===== config.mk =====
export PLATFORM = sky130hd
export DESIGN_NAME = shift_chain_readback
export DESIGN_NICKNAME = d
export VERILOG_FILES = /design/src/rtl/shift_chain_pkg.sv /design/src/rtl/sync_fifo.sv /design/src/rtl/shift_chain_readback.sv
export SDC_FILE = /design/constraint.sdc
export NUM_CORES = 1
export LEC_CHECK = 0
export ABC_AREA = 1
export CAP_MARGIN = 30
export CELL_PAD_IN_SITES_DETAIL_PLACEMENT = 1
export CELL_PAD_IN_SITES_GLOBAL_PLACEMENT = 1
export CORE_UTILIZATION = 52
export CTS_BUF_LIST = sky130_fd_sc_hd__clkbuf_16
export DETAILED_ROUTE_END_ITERATION = 6
export DONT_BUFFER_PORTS = 1
export HOLD_SLACK_MARGIN = 0.05
export PLACE_DENSITY_LB_ADDON = 0.1
export SLEW_MARGIN = 20
export SYNTH_ARGS = -nofsm -noshare
export SYNTH_HDL_FRONTEND = slang
export SYNTH_SLANG_ARGS = --single-unit

===== constraint.sdc =====
create_clock -name SCLK -period 5.4 [get_ports SCLK]
set_clock_uncertainty 0.05 [all_clocks]
set_input_delay 0.54 -clock SCLK [delete_from_list [all_inputs] [get_ports SCLK]]
set_output_delay 0.54 -clock SCLK [all_outputs]
set_load 0.05 [all_outputs]

===== src/rtl/shift_chain_pkg.sv =====
// Shared definitions for the configuration shift chain (decoder head and readback tail).
package shift_chain_pkg;

    localparam int BYTE_W   = 8;
    localparam int BITCNT_W = $clog2(BYTE_W);
    localparam logic [BITCNT_W-1:0] LAST_BIT = BITCNT_W'(BYTE_W - 1);

    typedef enum logic {
        STATE_IDLE = 1'b0,
        STATE_SEND = 1'b1
    } tx_state_e;

    // Right-justify the k most recent chain bits (held in the top of sreg), zero above them.
    function automatic logic [BYTE_W-1:0] flush_pad(input logic [BYTE_W-1:0] sreg,
                                                     input logic [BITCNT_W-1:0] k);
        logic [BITCNT_W:0] sh;
        sh = (BITCNT_W + 1)'(BYTE_W) - {1'b0, k};
        return sreg >> sh;
    endfunction

endpackage


===== src/rtl/sync_fifo.sv =====
// Small synchronous FIFO with head-of-queue read data and occupancy count.
module sync_fifo #(
    parameter int DEPTH = 4,
    parameter int WIDTH = 8
) (
    input  logic                     clk_i,
    input  logic                     rst_i,
    input  logic                     push_i,
    input  logic [WIDTH-1:0]         wdata_i,
    input  logic                     pop_i,
    output logic [WIDTH-1:0]         rdata_o,
    output logic                     empty_o,
    output logic                     accept_o,
    output logic [$clog2(DEPTH):0]   count_o
);

    localparam int AW = $clog2(DEPTH);
    localparam logic [AW:0] FULL_CNT = (AW + 1)'(DEPTH);

    logic [WIDTH-1:0] mem_q [DEPTH];
    logic [AW-1:0]    wr_ptr_q;
    logic [AW-1:0]    rd_ptr_q;
    logic [AW:0]      count_q;
    logic             do_pop;
    logic             do_push;

    // A push into a full FIFO still lands when the head leaves on the same edge.
    assign do_pop   = pop_i && (count_q != '0);
    assign do_push  = push_i && ((count_q != FULL_CNT) || do_pop);
    assign accept_o = do_push;
    assign empty_o  = (count_q == '0);
    assign count_o  = count_q;
    assign rdata_o  = mem_q[rd_ptr_q];

    always_ff @(posedge clk_i) begin
        if (do_push) begin
            mem_q[wr_ptr_q] <= wdata_i;
        end
    end

    always_ff @(posedge clk_i or posedge rst_i) begin
        if (rst_i) begin
            wr_ptr_q <= '0;
            rd_ptr_q <= '0;
            count_q  <= '0;
        end else begin
            if (do_push) begin
                wr_ptr_q <= wr_ptr_q + 1'b1;
            end
            if (do_pop) begin
                rd_ptr_q <= rd_ptr_q + 1'b1;
            end
            if (do_push && !do_pop) begin
                count_q <= count_q + 1'b1;
            end else if (!do_push && do_pop) begin
                count_q <= count_q - 1'b1;
            end
        end
    end

endmodule


===== src/rtl/shift_chain_readback.sv =====
// Readback tail of the configuration shift chain: packs chain bits LSB-first into bytes,
// queues them and hands them to the UART transmitter over a ready/valid handshake.
module shift_chain_readback
    import shift_chain_pkg::*;
#(
    parameter int DEPTH = 4,
    parameter int CNT_W = 16
) (
    input  logic              SCLK,
    input  logic              RESET,
    input  logic              SHIFT_ENABLE,
    input  logic              SHIFT_TAIL,
    input  logic              FLUSH,
    input  logic              CLEAR,
    input  logic              UART_READY,
    output logic              TX_VALID,
    output logic [BYTE_W-1:0] TX_DATA,
    output logic              STALL,
    output logic              OVERFLOW,
    output logic [CNT_W-1:0]  BYTE_COUNT
);

    localparam int AW = $clog2(DEPTH);
    localparam logic [AW:0] STALL_TH = (AW + 1)'(DEPTH - 1);

    logic [BYTE_W-1:0]   sreg_q, sreg_d;
    logic [BITCNT_W-1:0] bitcnt_q, bitcnt_d;
    logic                push;
    logic [BYTE_W-1:0]   push_data;
    logic                byte_done;

    logic [BYTE_W-1:0]   fifo_rdata;
    logic                fifo_empty;
    logic                fifo_accept;
    logic                fifo_pop;
    logic [AW:0]         fifo_count;
    logic [AW:0]         occ_next;
    logic                drop;

    tx_state_e           state_q;
    logic                tx_valid_q;
    logic [BYTE_W-1:0]   tx_data_q;
    logic                stall_q;
    logic                overflow_q;
    logic [CNT_W-1:0]    byte_count_q;

    // Packer: the same-cycle shift is applied before any flush decision.
    always_comb begin
        sreg_d    = sreg_q;
        bitcnt_d  = bitcnt_q;
        push      = 1'b0;
        push_data = '0;
        byte_done = SHIFT_ENABLE && (bitcnt_q == LAST_BIT);
        if (SHIFT_ENABLE) begin
            sreg_d   = {SHIFT_TAIL, sreg_q[BYTE_W-1:1]};
            bitcnt_d = bitcnt_q + 1'b1;
        end
        if (byte_done) begin
            push      = 1'b1;
            push_data = sreg_d;
        end else if (FLUSH && (bitcnt_d != '0)) begin
            push      = 1'b1;
            push_data = flush_pad(sreg_d, bitcnt_d);
            bitcnt_d  = '0;
        end
    end

    always_ff @(posedge SCLK or posedge RESET) begin
        if (RESET) begin
            sreg_q   <= '0;
            bitcnt_q <= '0;
        end else begin
            sreg_q   <= sreg_d;
            bitcnt_q <= bitcnt_d;
        end
    end

    sync_fifo #(
        .DEPTH (DEPTH),
        .WIDTH (BYTE_W)
    ) u_fifo (
        .clk_i    (SCLK),
        .rst_i    (RESET),
        .push_i   (push),
        .wdata_i  (push_data),
        .pop_i    (fifo_pop),
        .rdata_o  (fifo_rdata),
        .empty_o  (fifo_empty),
        .accept_o (fifo_accept),
        .count_o  (fifo_count)
    );

    // Head leaves the FIFO when the output register is free now or frees on this edge.
    assign fifo_pop = !fifo_empty && ((state_q == STATE_IDLE) || UART_READY);
    assign drop     = push && !fifo_accept;

    always_comb begin
        occ_next = fifo_count;
        if (fifo_accept && !fifo_pop) begin
            occ_next = fifo_count + 1'b1;
        end else if (!fifo_accept && fifo_pop) begin
            occ_next = fifo_count - 1'b1;
        end
    end

    always_ff @(posedge SCLK or posedge RESET) begin
        if (RESET) begin
            state_q    <= STATE_IDLE;
            tx_valid_q <= 1'b0;
            tx_data_q  <= '0;
        end else begin
            case (state_q)
                STATE_IDLE: begin
                    if (!fifo_empty) begin
                        tx_data_q  <= fifo_rdata;
                        tx_valid_q <= 1'b1;
                        state_q    <= STATE_SEND;
                    end
                end
                STATE_SEND: begin
                    if (UART_READY) begin
                        if (!fifo_empty) begin
                            tx_data_q <= fifo_rdata;
                        end else begin
                            tx_valid_q <= 1'b0;
                            state_q    <= STATE_IDLE;
                        end
                    end
                end
                default: begin
                    tx_valid_q <= 1'b0;
                    state_q    <= STATE_IDLE;
                end
            endcase
        end
    end

    always_ff @(posedge SCLK or posedge RESET) begin
        if (RESET) begin
            stall_q      <= 1'b0;
            overflow_q   <= 1'b0;
            byte_count_q <= '0;
        end else begin
            stall_q <= (occ_next >= STALL_TH);
            if (CLEAR) begin
                byte_count_q <= {{(CNT_W-1){1'b0}}, fifo_accept};
                overflow_q   <= drop;
            end else begin
                if (fifo_accept) begin
                    byte_count_q <= byte_count_q + 1'b1;
                end
                if (drop) begin
                    overflow_q <= 1'b1;
                end
            end
        end
    end

    assign TX_VALID   = tx_valid_q;
    assign TX_DATA    = tx_data_q;
    assign STALL      = stall_q;
    assign OVERFLOW   = overflow_q;
    assign BYTE_COUNT = byte_count_q;

endmodule

==> metrics.csv <==
metric,value,unit
Root Buffer,clkbuf_16,
via count,3245,
post-synth top area share,28.8,%
first-pass GRT wire length,17.1,mm
syn avg cell area,8.56,um2
clk slew on worst S/H paths,0.06,ns
synthesized cell area,4000,um2
GP Congestion,0.829,
WP data required,5.56,ns
Syn Inst Count,467,
total wire length after detailed routing,10.4,mm
worst vdd rail ir drop,236,uV
initial antenna violation count,0,
Worst-Skew Late Latency,0.33,ns
top post-synthesis cells by area,"dfrtp_1, edfxtp_1, nand2_1",
post-synthesis mux area share,0,%
pre-CTS WS,2.41,ns
Hold Crit Class,input pin to register,
"Max FO, Critical Path",13,
pin count of the biggest net entering global routing,34,
DRT met1 WL,4.45,mm
post-synthesis xor/xnor area fraction,1.31,%
1st-pass router iterations,4,
CP Class,register to register,
fillcell total,858,
crit end category,register,
metal3 WL,396,um
number of max-cap violations,0,
Die Width,89.7,um
dpl hpwl,7.36,mm
fin util,60.0,%
post-route ant nets,0,
fraction of layout cells with a size suffix above 1,9.07,%
sequential cell area fraction in the yosys report,52.8,%
Worst path top cell family by delay,simple AND/OR/NAND/NOR gates,
crit share post-route,51.9,%
H-tree Lvls,3,
Worst EP arrival,2.96,ns
post-DR wirelength/cell,18.2,um
layout net count,491,
register bit total from synthesis,78,
height of the die,89.7,um
Max-slew headroom,54.8,%
Syn-to-layout area delta,10.0,%
DRC Markers,0,
IO Port Bufs,0,
die area,8040,um2
startpoint types,register,
largest family of logic cells by synthesized area,simple AND/OR/NAND/NOR gates,
CTS tree,done,
Buf/Inv on CP,4,
final instance area,4400,um2
total setup buffers inserted after CTS,0,
met2 WL post-DR,5.38,mm
Num CTS Buffers,9,
CTS Sinks,78,
diodes inserted,0,
Vias/cell,5.66,
setup tns final,0,ns
core area,7330,um2
cell chain of the critical path,inv_1 -> nand2_1 -> nand2_1 -> ha_1 -> ha_1 -> inv_1 -> nand2_1 -> nand2_2 -> nand2_2 -> inv_2 -> ha_1 -> inv_1 -> nor2_1 -> nor3_1 -> a21oi_1,
Total GRT Usage,29.1,%
f_max,0.357,GHz
"area leader, netlist",dfrtp_1,
clock tree buffer depth,2,
Placed Area,4060,um2
Mapped Nets,489,
adder-cell share of the synthesized area,4.70,%
Fin. Hold Viols,0,
RSZ-0062 raised after global routing,no,
post-synth cell types,29,
power per cell area,527,nW/um2
grt total ovfl,0,
Lkg Pwr,0.00197,uW
top sig layer,met4,
Boundary Pins,34,
starting DRC count in detailed routing,102,
number of synthesis warnings,0,
number of global-route vias before repair,3342,
Final Slew Violations,0,
Slew @ Worst Pin,0.676,ns
post-synthesis simple-gate area fraction,26.5,%
Initial Utilization,54.5,%
Final Setup Violations,0,
status,completed,
Compound-Gate Fraction of Synth Area,7.42,%
"Slowest-stage cell, CP",dfrtp_1,
Period minus WS final,2.80,ns
setup ws final,2.60,ns
row cnt,31,
CP peak stage delay,0.41,ns
power breakdown:
group / total [uW] / internal (uW) / switching, uW / leakage, uW
Sequential: 1040 / 770 / 270 / 0.000867
Combinational: 620 / 199 / 421 / 0.000947
Clock: 655 / 407 / 248 / 0.000157
through the flow:
step | hold slack (ns) | power, uW | std cells
floorplan | 0.388 | 1470 | 467
global placement | 0.414 | 1580 | 555
detailed placement | 0.342 | 1650 | 556
CTS | 0.318 | 2320 | 573
global route | 0.340 | 2440 | 573
finish | 0.318 | 2320 | 573
worst register-to-register path, cell delays in order (launching register included):
cell and delay (ns):
dfrtp_1 0.41, inv_1 0.09, nand2_1 0.05, nand2_1 0.34, ha_1 0.23, ha_1 0.14
inv_1 0.04, nand2_1 0.09, nand2_2 0.07, nand2_2 0.26, inv_2 0.20, ha_1 0.30
inv_1 0.08, nor2_1 0.05, nor3_1 0.23, a21oi_1 0.08
timing repair:
item | CTS | global route
hold endpoints to repair | 13 | 0
gates resized for setup | 0 | 0
hold buffers | 1 | 0
Yosys cell counts:
| master | n |
|---|---|
| dfrtp_1 | 46 |
| inv_2 | 6 |
| buf_6 | 2 |
| clkbuf_1 | 1 |
| ha_1 | 15 |
| xor2_1 | 3 |
| a21oi_1 | 10 |
| nand4_1 | 15 |
| o22ai_1 | 2 |
| o21ai_0 | 32 |
| nand2_1 | 111 |
| and3_1 | 1 |
| buf_4 | 4 |
| o211ai_1 | 1 |
| inv_1 | 49 |
| nand3_2 | 3 |
| nand3_1 | 26 |
| edfxtp_1 | 32 |
| a31oi_1 | 9 |
| nand2_2 | 11 |
| buf_2 | 4 |
| clkinv_1 | 1 |
| and2_0 | 1 |
| nor2_1 | 69 |
| o21ai_1 | 2 |
| nor2_2 | 4 |
| nor3_1 | 3 |
| nor3_2 | 1 |
| xnor2_1 | 3 |
flip-flops by register name (all words and copies together), names as in the netlist:
| signal | flops |
|---|---|
| u_fifo.mem_q | 32 |
| sreg_q | 8 |
| u_fifo.count_o | 3 |
| bitcnt_q | 3 |
| STALL | 1 |
| TX_VALID | 1 |
| OVERFLOW | 1 |
| u_fifo.wr_ptr_q | 2 |
| u_fifo.rd_ptr_q | 2 |
| TX_DATA | 8 |
| BYTE_COUNT | 16 |
| state_q | 1 |
final cells by class:
type                    count  area, um2  share of cell area (%)
inverters                  56        210                    4.78
well taps                  99        124                    2.82
clock buffers               9        225                    5.12
flip-flops and latches     78       2110                    48.0
repair buffers              2       30.0                   0.683
multi-input cells         322       1600                    36.3
clock inverters             7       97.6                    2.22
cells in the final DEF (no fill, tap or decap), types with 4 or more instances in the layout:
master | netlist | final
a21oi_1 | 10 | 10
a31oi_1 | 9 | 9
clkbuf_16 | 0 | 9
dfrtp_1 | 46 | 46
edfxtp_1 | 32 | 32
ha_1 | 15 | 15
inv_1 | 49 | 48
inv_2 | 6 | 7
nand2_1 | 111 | 111
nand2_2 | 11 | 11
nand3_1 | 26 | 26
nand4_1 | 15 | 15
nor2_1 | 69 | 69
nor2_2 | 4 | 4
o21ai_0 | 32 | 32
routing by layer:
layer	up-vias	GRT usage, %
li1	1530	-
met1	1623	34.4
met2	73	51.9
met3	19	6.40
met4	0	10.8
met5	-	0
final timing paths:
kind / cells past startpoint / slack, ns / endpoint / from
max: 15 / 2.60 / u_fifo.count_o[2] / bitcnt_q[0]
min: 2 / 0.32 / sreg_q[0] / SHIFT_ENABLE
max in group asynchronous: 3 / 4.22 / sreg_q[1] / RESET
min reg2reg: 2 / 0.45 / sreg_q[0] / sreg_q[0]
min in group asynchronous: 2 / 0.59 / TX_DATA[1] / RESET
max reg2reg: 15 / 2.60 / u_fifo.count_o[2] / bitcnt_q[0]
cells by family (layout without fill, tap and decap cells):
kind of cell | Yosys count | count (layout)
AO/OA/AOI/OAI | 56 | 56
adder cells (fa/ha/maj) | 15 | 15
XOR/XNOR | 6 | 6
buffers and inverters | 67 | 74
AND/OR/NAND/NOR | 245 | 245
flip-flops | 78 | 78
No activity file was read; power rests on OpenSTA's default activity.
